**src/rtl/det_cofactor_accum_pkg.sv**
```systemverilog
`default_nettype none
// ----------------------------------------------------------------------------
// det_pkg : constants, state type and helper for the cofactor accumulator
// Rev 1.0
// ----------------------------------------------------------------------------
package det_pkg;

   localparam logic [31:0] FP_ZERO = 32'h0000_0000;
   localparam logic [31:0] FP_1    = 32'h3F80_0000;
   localparam logic [31:0] FP_2    = 32'h4000_0000;
   localparam logic [31:0] FP_3    = 32'h4040_0000;
   localparam logic [31:0] FP_4    = 32'h4080_0000;
   localparam logic [31:0] FP_10   = 32'h4120_0000;
   localparam logic [31:0] M2      = 32'hC000_0000;

   typedef enum logic [1:0] {
      IDLE  = 2'd0,
      RUN   = 2'd1,
      DRAIN = 2'd2,
      HOLD  = 2'd3
   } state_e;

   // Leading-zero count of a 27-bit mantissa with guard/round/sticky bits.
   function automatic logic [4:0] lzc27(input logic [26:0] v);
      logic [4:0] n;
      logic       found;
      n     = 5'd0;
      found = 1'b0;
      for (int i = 26; i >= 0; i--) begin
         if (!found && v[i]) found = 1'b1;
         else if (!found)    n = n + 5'd1;
      end
      return n;
   endfunction

endpackage
`default_nettype wire

```
**src/rtl/det_cofactor_accum_fpu.sv**
```systemverilog
`default_nettype none
// ----------------------------------------------------------------------------
// Mul / Addition_Subtraction : single-precision units, round-to-nearest-even,
// subnormals flushed to zero. Rev 1.0
// ----------------------------------------------------------------------------
module Mul (
   input  logic [31:0] a_i,
   input  logic [31:0] b_i,
   output logic [31:0] y_o
);
   logic              sgn, a_spec, b_spec, a_zero, b_zero, a_nan, b_nan;
   logic [47:0]       prod;
   logic signed [9:0] exp_s, exp_r;
   logic [23:0]       mant;
   logic              guard, sticky, rnd;
   logic [24:0]       mant_r;
   logic [22:0]       frac;

   always_comb begin
      sgn    = a_i[31] ^ b_i[31];
      a_spec = &a_i[30:23];
      b_spec = &b_i[30:23];
      a_zero = (a_i[30:23] == 8'd0);
      b_zero = (b_i[30:23] == 8'd0);
      a_nan  = a_spec && (a_i[22:0] != 23'd0);
      b_nan  = b_spec && (b_i[22:0] != 23'd0);
      prod   = {1'b1, a_i[22:0]} * {1'b1, b_i[22:0]};
      exp_s  = 10'(a_i[30:23]) + 10'(b_i[30:23]) - 10'sd127;
      if (prod[47]) begin
         mant   = prod[47:24];
         guard  = prod[23];
         sticky = |prod[22:0];
         exp_s  = exp_s + 10'sd1;
      end else begin
         mant   = prod[46:23];
         guard  = prod[22];
         sticky = |prod[21:0];
      end
      rnd    = guard & (sticky | mant[0]);
      mant_r = {1'b0, mant} + {24'd0, rnd};
      exp_r  = mant_r[24] ? exp_s + 10'sd1 : exp_s;
      frac   = mant_r[24] ? mant_r[23:1] : mant_r[22:0];

      if (a_spec || b_spec)
         y_o = {sgn, 8'hFF, (a_nan || b_nan || (a_spec && b_zero) || (b_spec && a_zero))
                            ? 23'h40_0000 : 23'd0};
      else if (a_zero || b_zero)
         y_o = {sgn, 31'd0};
      else if (exp_r >= 10'sd255)
         y_o = {sgn, 8'hFF, 23'd0};
      else if (exp_r <= 10'sd0)
         y_o = {sgn, 31'd0};
      else
         y_o = {sgn, exp_r[7:0], frac};
   end
endmodule

module Addition_Subtraction
   import det_pkg::*;
(
   input  logic [31:0] a_i,
   input  logic [31:0] b_i,
   input  logic        sub_i,
   output logic [31:0] y_o,
   output logic        exc_o
);
   logic [31:0]       bb, big, sml;
   logic [7:0]        ed;
   logic [26:0]       mb_ext, sh, diff, m;
   logic [27:0]       sum;
   logic [4:0]        lz;
   logic signed [9:0] e;
   logic              eff_sub, rnd;
   logic [24:0]       mr;
   logic [22:0]       frac;

   always_comb begin
      bb = {b_i[31] ^ sub_i, b_i[30:0]};
      if (bb[30:0] > a_i[30:0]) begin
         big = bb;
         sml = a_i;
      end else begin
         big = a_i;
         sml = bb;
      end
      ed      = big[30:23] - sml[30:23];
      mb_ext  = {1'b1, sml[22:0], 3'b000};
      // Alignment keeps every shifted-out bit in the sticky position.
      if (ed >= 8'd27) sh = 27'd1;
      else             sh = (mb_ext >> ed) | {26'd0, |(mb_ext & ((27'd1 << ed) - 27'd1))};
      eff_sub = big[31] ^ sml[31];
      sum     = {1'b0, 1'b1, big[22:0], 3'b000} + {1'b0, sh};
      diff    = {1'b1, big[22:0], 3'b000} - sh;
      lz      = lzc27(diff);
      e       = 10'(big[30:23]);
      if (!eff_sub) begin
         if (sum[27]) begin
            m = {sum[27:2], sum[1] | sum[0]};
            e = e + 10'sd1;
         end else begin
            m = sum[26:0];
         end
      end else begin
         m = diff << lz;
         e = e - $signed(10'(lz));
      end
      rnd  = m[2] & (m[1] | m[0] | m[3]);
      mr   = {1'b0, m[26:3]} + {24'd0, rnd};
      if (mr[24]) e = e + 10'sd1;
      frac = mr[24] ? mr[23:1] : mr[22:0];

      exc_o = 1'b0;
      if (&a_i[30:23] || &bb[30:23]) begin
         exc_o = 1'b1;
         y_o   = (&a_i[30:23]) ? a_i : bb;
      end else if (a_i[30:23] == 8'd0 && bb[30:23] == 8'd0)
         y_o = {a_i[31] & bb[31], 31'd0};
      else if (a_i[30:23] == 8'd0)
         y_o = bb;
      else if (bb[30:23] == 8'd0)
         y_o = a_i;
      else if (eff_sub && diff == 27'd0)
         y_o = FP_ZERO;
      else if (e >= 10'sd255) begin
         exc_o = 1'b1;
         y_o   = {big[31], 8'hFF, 23'd0};
      end else if (e <= 10'sd0)
         y_o = {big[31], 31'd0};
      else
         y_o = {big[31], e[7:0], frac};
   end
endmodule
`default_nettype wire

```
**src/rtl/det_cofactor_accum.sv**
```systemverilog
`default_nettype none
// ----------------------------------------------------------------------------
// det_cofactor_accum : streamed (element x cofactor) products accumulated with
// alternating or uniform sign through one multiplier and one adder. Rev 1.0
// ----------------------------------------------------------------------------
module det_cofactor_accum
   import det_pkg::*;
#(
   parameter  int N     = 4,
   localparam int CNT_W = $clog2(N + 1)
) (
   input  logic        clk,
   input  logic        rst_n,
   input  logic        in_valid,
   output logic        in_ready,
   input  logic [31:0] in_a,
   input  logic [31:0] in_d,
   input  logic        mode_alt,
   output logic        out_valid,
   input  logic        out_ready,
   output logic [31:0] result,
   output logic        det_zero,
   output logic        exc
);
   state_e           state_q, state_d;
   logic [CNT_W-1:0] cnt_q, cnt_d;
   logic             mode_q, mode_d;
   logic [31:0]      p_q, acc_q, prod, sum;
   logic             p_sub_q, p_last_q, p_vld_q, done_q, exc_q;
   logic             accept, mode_eff, last_pair, add_exc;

   assign in_ready  = (state_q == RUN);
   assign accept    = in_valid && in_ready;
   assign last_pair = (cnt_q == CNT_W'(N - 1));
   // The first pair of a vector takes the live mode; later pairs use the latched copy.
   assign mode_eff  = (cnt_q == '0) ? mode_alt : mode_q;

   Mul u_mul (
      .a_i (in_a),
      .b_i (in_d),
      .y_o (prod)
   );

   Addition_Subtraction u_add (
      .a_i   (acc_q),
      .b_i   (p_q),
      .sub_i (p_sub_q),
      .y_o   (sum),
      .exc_o (add_exc)
   );

   always_comb begin
      state_d = state_q;
      cnt_d   = cnt_q;
      mode_d  = mode_q;
      case (state_q)
         IDLE:  state_d = RUN;
         RUN: begin
            if (accept) begin
               cnt_d = cnt_q + CNT_W'(1);
               if (cnt_q == '0) mode_d = mode_alt;
               if (last_pair)   state_d = DRAIN;
            end
         end
         DRAIN: if (done_q) state_d = HOLD;
         HOLD: begin
            if (out_ready) begin
               state_d = RUN;
               cnt_d   = '0;
            end
         end
         default: state_d = IDLE;
      endcase
   end

   always_ff @(posedge clk or negedge rst_n) begin
      if (!rst_n) begin
         state_q  <= IDLE;
         cnt_q    <= '0;
         mode_q   <= 1'b0;
         p_q      <= FP_ZERO;
         p_sub_q  <= 1'b0;
         p_last_q <= 1'b0;
         p_vld_q  <= 1'b0;
         done_q   <= 1'b0;
         acc_q    <= FP_ZERO;
         exc_q    <= 1'b0;
      end else begin
         state_q <= state_d;
         cnt_q   <= cnt_d;
         mode_q  <= mode_d;
         p_vld_q <= accept;
         done_q  <= p_vld_q && p_last_q;
         if (accept) begin
            p_q      <= prod;
            p_sub_q  <= mode_eff && cnt_q[0];
            p_last_q <= last_pair;
         end
         if (state_q == HOLD && out_ready) begin
            acc_q <= FP_ZERO;
            exc_q <= 1'b0;
         end else if (p_vld_q) begin
            acc_q <= sum;
            exc_q <= exc_q | add_exc;
         end
      end
   end

   assign out_valid = (state_q == HOLD);
   assign result    = acc_q;
   assign det_zero  = out_valid && (acc_q[30:0] == 31'd0);
   assign exc       = exc_q;

endmodule
`default_nettype wire

```
**config.mk**
```make
export PLATFORM = sky130hd
export DESIGN_NAME = det_cofactor_accum
export DESIGN_NICKNAME = d
export VERILOG_FILES = /design/src/rtl/det_cofactor_accum_pkg.sv /design/src/rtl/det_cofactor_accum_fpu.sv /design/src/rtl/det_cofactor_accum.sv
export SDC_FILE = /design/constraint.sdc
export NUM_CORES = 2
export LEC_CHECK = 0
export ABC_AREA = 1
export BUFFER_PORTS_ARGS = -buffer_cell sky130_fd_sc_hd__clkbuf_2
export CAP_MARGIN = 20
export CORE_MARGIN = 4
export CORE_UTILIZATION = 55
export CTS_BUF_LIST = sky130_fd_sc_hd__clkbuf_16
export CTS_CLUSTER_DIAMETER = 80
export CTS_CLUSTER_SIZE = 8
export DETAILED_ROUTE_END_ITERATION = 7
export PLACE_DENSITY = 0.72
export SETUP_SLACK_MARGIN = 0.4
export SYNTH_ARGS = -nofsm -noshare
export SYNTH_HDL_FRONTEND = slang
export SYNTH_SLANG_ARGS = --single-unit
```
**constraint.sdc**
```tcl
create_clock -name clk -period 46.9 [get_ports clk]
set_input_delay 2.345 -clock clk [delete_from_list [all_inputs] [get_ports clk]]
set_output_delay 2.345 -clock clk [all_outputs]
set_load 0.02 [all_outputs]
```
==> key figures <==
Worst setup path
  • R2R cell count: 157
  • Critical path fanouts, max: 102
  • Max stage delay on crit path: 0.65 ns
  • R2r endpoint: result[9]
  • CP max-delay cell: buf_4
  • CP Capture Type: flop
  • Crit start category: flop
  • Critical Path AT: 25.25 ns
  • Critical Path Most Common Cell: nand2_1
  • WS Path Type: reg2reg
  • RR Startpoint: result[27]
  • Data required time of the worst path: 47.17 ns
  • R2r setup slk: 21.92 ns

Timing
  • Final-report hold violation count: 0
  • Count of final max-slew check failures: 0
  • Clock Skew: 0.0128 ns
  • Hold Slack: 0.481 ns
  • RSZ-0062 raised after global routing: no
  • TNS Setup: 0 ns
  • Peak Freq: 0.0400 GHz
  • Slew Limit Headroom: 0.292
  • Worst-Margin Slew: 1.05 ns
  • Final worst path period need: 24.98 ns
  • Final Setup Violations: 0
  • Period utilisation layout: 0.533

Placed design
  • Detailed placer's ending HPWL: 91.7 mm
  • Placed insts: 6463
  • # port buffers: 104
  • RD Place Congestion: 1.01

Floorplan
  • Std cell rows: 95
  • Die area: 72300 µm²
  • Initial core utilization: 0.556
  • Die Y: 269 µm
  • Chip Width: 269 µm
  • Area of the core: 67300 µm²
  • Io pins: 105

Yosys
  • Synth Register Bits: 75
  • Asr flop ratio synth: 1.00
  • Synth cell types: 78
  • Seq/Total Area, Yosys: 0.0502
  • Cell Area, Synth: 37400 µm²
  • Post-Syn Area per Cell: 6.60 µm²
  • Syn nets: 6528
  • EDFF count, synth: 0
  • Mapped Cells: 5669
  • Synth Flop Type: dfrtp_1
  • Synth warn: 0

Global route
  • Grt total ovfl: 0
  • Gr usage total: 0.321
  • First-pass GRT wire length: 185 mm
  • Largest net degree at the start of global routing: 103
  • Antenna violations before repair: 0
  • Vias in the first global route: 35400

Layout
  • Layout area overhead: 3.01%
  • Commonest non-fill, non-tap cell in the layout: nand2_1
  • N_diodes: 0
  • Nets@finish: 6461
  • Most frequent cells in the layout: nand2_1 (1501), inv_1 (1261), fa_1 (485)
  • Layout cell share with drive strength beyond 1: 0.0637
  • Final Non-Filler Cells: 6480

Clocking
  • Post-CTS sizing: 0
  • Max H-tree Level: 3
  • Clock buffer count from CTS: 9
  • Clock latency on the worst-skew pair: 0.36 ns
  • TritonCTS clock tree: yes
  • Clock root buffer: clkbuf_16
  • Longest Clk Path Bufs: 2
  • Post-CTS Setup Bufs: 0
  • Hold buffer count at cts: 0
  • Reg clk slew, reported paths: 0.07 ns
  • Clock sinks: 75

Routing
  • Drt via density: 5.57
  • First-pass DRT Iterations: 6
  • DRC Markers: 0
  • ANT nets after route: 0
  • Routed wire length: 116 mm
  • 1st-iter DRT viols: 3240
  • Wire length per cell: 17.9 µm
  • Vias: 36100

Status
  • Status: finished, final reports clean

Min path
  • Worst min path class: reg2reg
  • Hold path depth: 2
  • Worst hold path endpoint: p_last_q
  • Worst hold start: p_last_q

Flow run
  • Maxcap violations: 0
## layer usage
metal	GRT usage	part of all wire	routed length (µm)
met1	0.430	0.41	47800
met2	0.530	0.46	53000
met3	0.0424	0.083	9580
met4	0.129	0.047	5460
met5	0	0	0
## synthesized netlist by cell type (4+ instances only)
cell type  number  area, µm²
nand2_1      1501       5630
inv_1        1260       4730
fa_1          485       9710
nand3_1       384       1920
ha_1          305       3820
nor2_1        270       1010
o21ai_0       223       1120
a21oi_1       209       1050
clkbuf_1      148        556
xor2_1        123       1080
nand4_1        92        576
dfrtp_1        75       1880
nand2_2        67        419
nor3_1         46        230
nor4_1         40        250
o21ai_1        40        200
xnor2_1        34        298
inv_2          30        113
o22ai_1        24        150
nand3_2        22        220
nor2_2         21        131
nor2_4         20        225
o21bai_1       19        143
buf_4          14        105
buf_2          13       65.1
buf_6          13        146
nand2_4        13        146
clkinv_1       12       45.0
o211ai_1       12       90.1
a31oi_1        10       62.6
o21a_1         10       75.1
or2_2          10       62.6
a211oi_1        9       67.6
o41ai_1         9       78.8
nand3b_1        8       60.1
a22oi_1         6       45.0
o21ai_2         6       52.6
o221ai_1        6       52.6
a21o_1          5       37.5
buf_1           5       18.8
mux2i_1         5       50.1
nor2_8          5        100
o31ai_1         5       37.5
nand3_4         4       70.1
nor3b_1         4       30.0
## flip-flops by register name (all words and copies together) (netlist names)
name	flops
p_q	32
result	32
cnt_q	3
state_q	2
done_q	1
exc	1
mode_q	1
p_last_q	1
p_sub_q	1
p_vld_q	1
## worst max-delay path, delay by kind of cell (launching register included)
family / cells / cell delay (ns)
multiplexers: 4 / 0.41
adder cells (fa/ha/maj): 28 / 8.58
AO/OA/AOI/OAI: 27 / 4.75
buffers and inverters: 22 / 2.11
flip-flops: 1 / 0.40
AND/OR/NAND/NOR: 76 / 8.50
## stage by stage
| step | instance area (µm²) | util | setup slack, ns |
|---|---|---|---|
| 3_5_place_dp | 38200 | 0.568 | 22.17 |
| 4_1_cts | 38500 | 0.572 | 22.15 |
| 6_report | 38500 | 0.573 | 21.92 |
| 3_3_place_gp | 38200 | 0.568 | 22.40 |
| 2_1_floorplan | 37400 | - | 25.53 |
| 5_1_grt | 38500 | 0.573 | 19.69 |
## final cells by class
cell class	instances	area, µm²
fillers	6734	28700
multi-input cells	4086	29600
clock inverters	7	76.3
inverters	1308	4940
well taps	873	1090
flip-flops and latches	75	1880
repair buffers	122	686
clock buffers	9	225
## how the worst max path moves through the flow
stage / slack (ns) / startpoint / depth (start not counted) / endpoint
after global placement: 22.40 / result[27] / 152 / result[0]
after global routing: 19.69 / result[27] / 155 / result[9]
after floorplan: 25.53 / result[27] / 163 / result[18]
final: 21.92 / result[27] / 157 / result[9]
after CTS: 22.15 / result[27] / 157 / result[9]
after detailed placement: 22.17 / result[27] / 157 / result[9]
## cells by family after synthesis
logic type | Yosys count | share of synthesized area
AOI/OAI and AO/OA | 612 | 0.0921
DFF | 75 | 0.0502
adders and majority gates | 790 | 0.362
buffers and inverters | 1508 | 0.158
muxes | 5 | 0.00134
xor gates and xnor gates | 160 | 0.0384
and+or+nand+nor | 2519 | 0.299
Power is not shown: default switching activity piles up to over one toggle a cycle in this logic, so the estimate is an artifact.
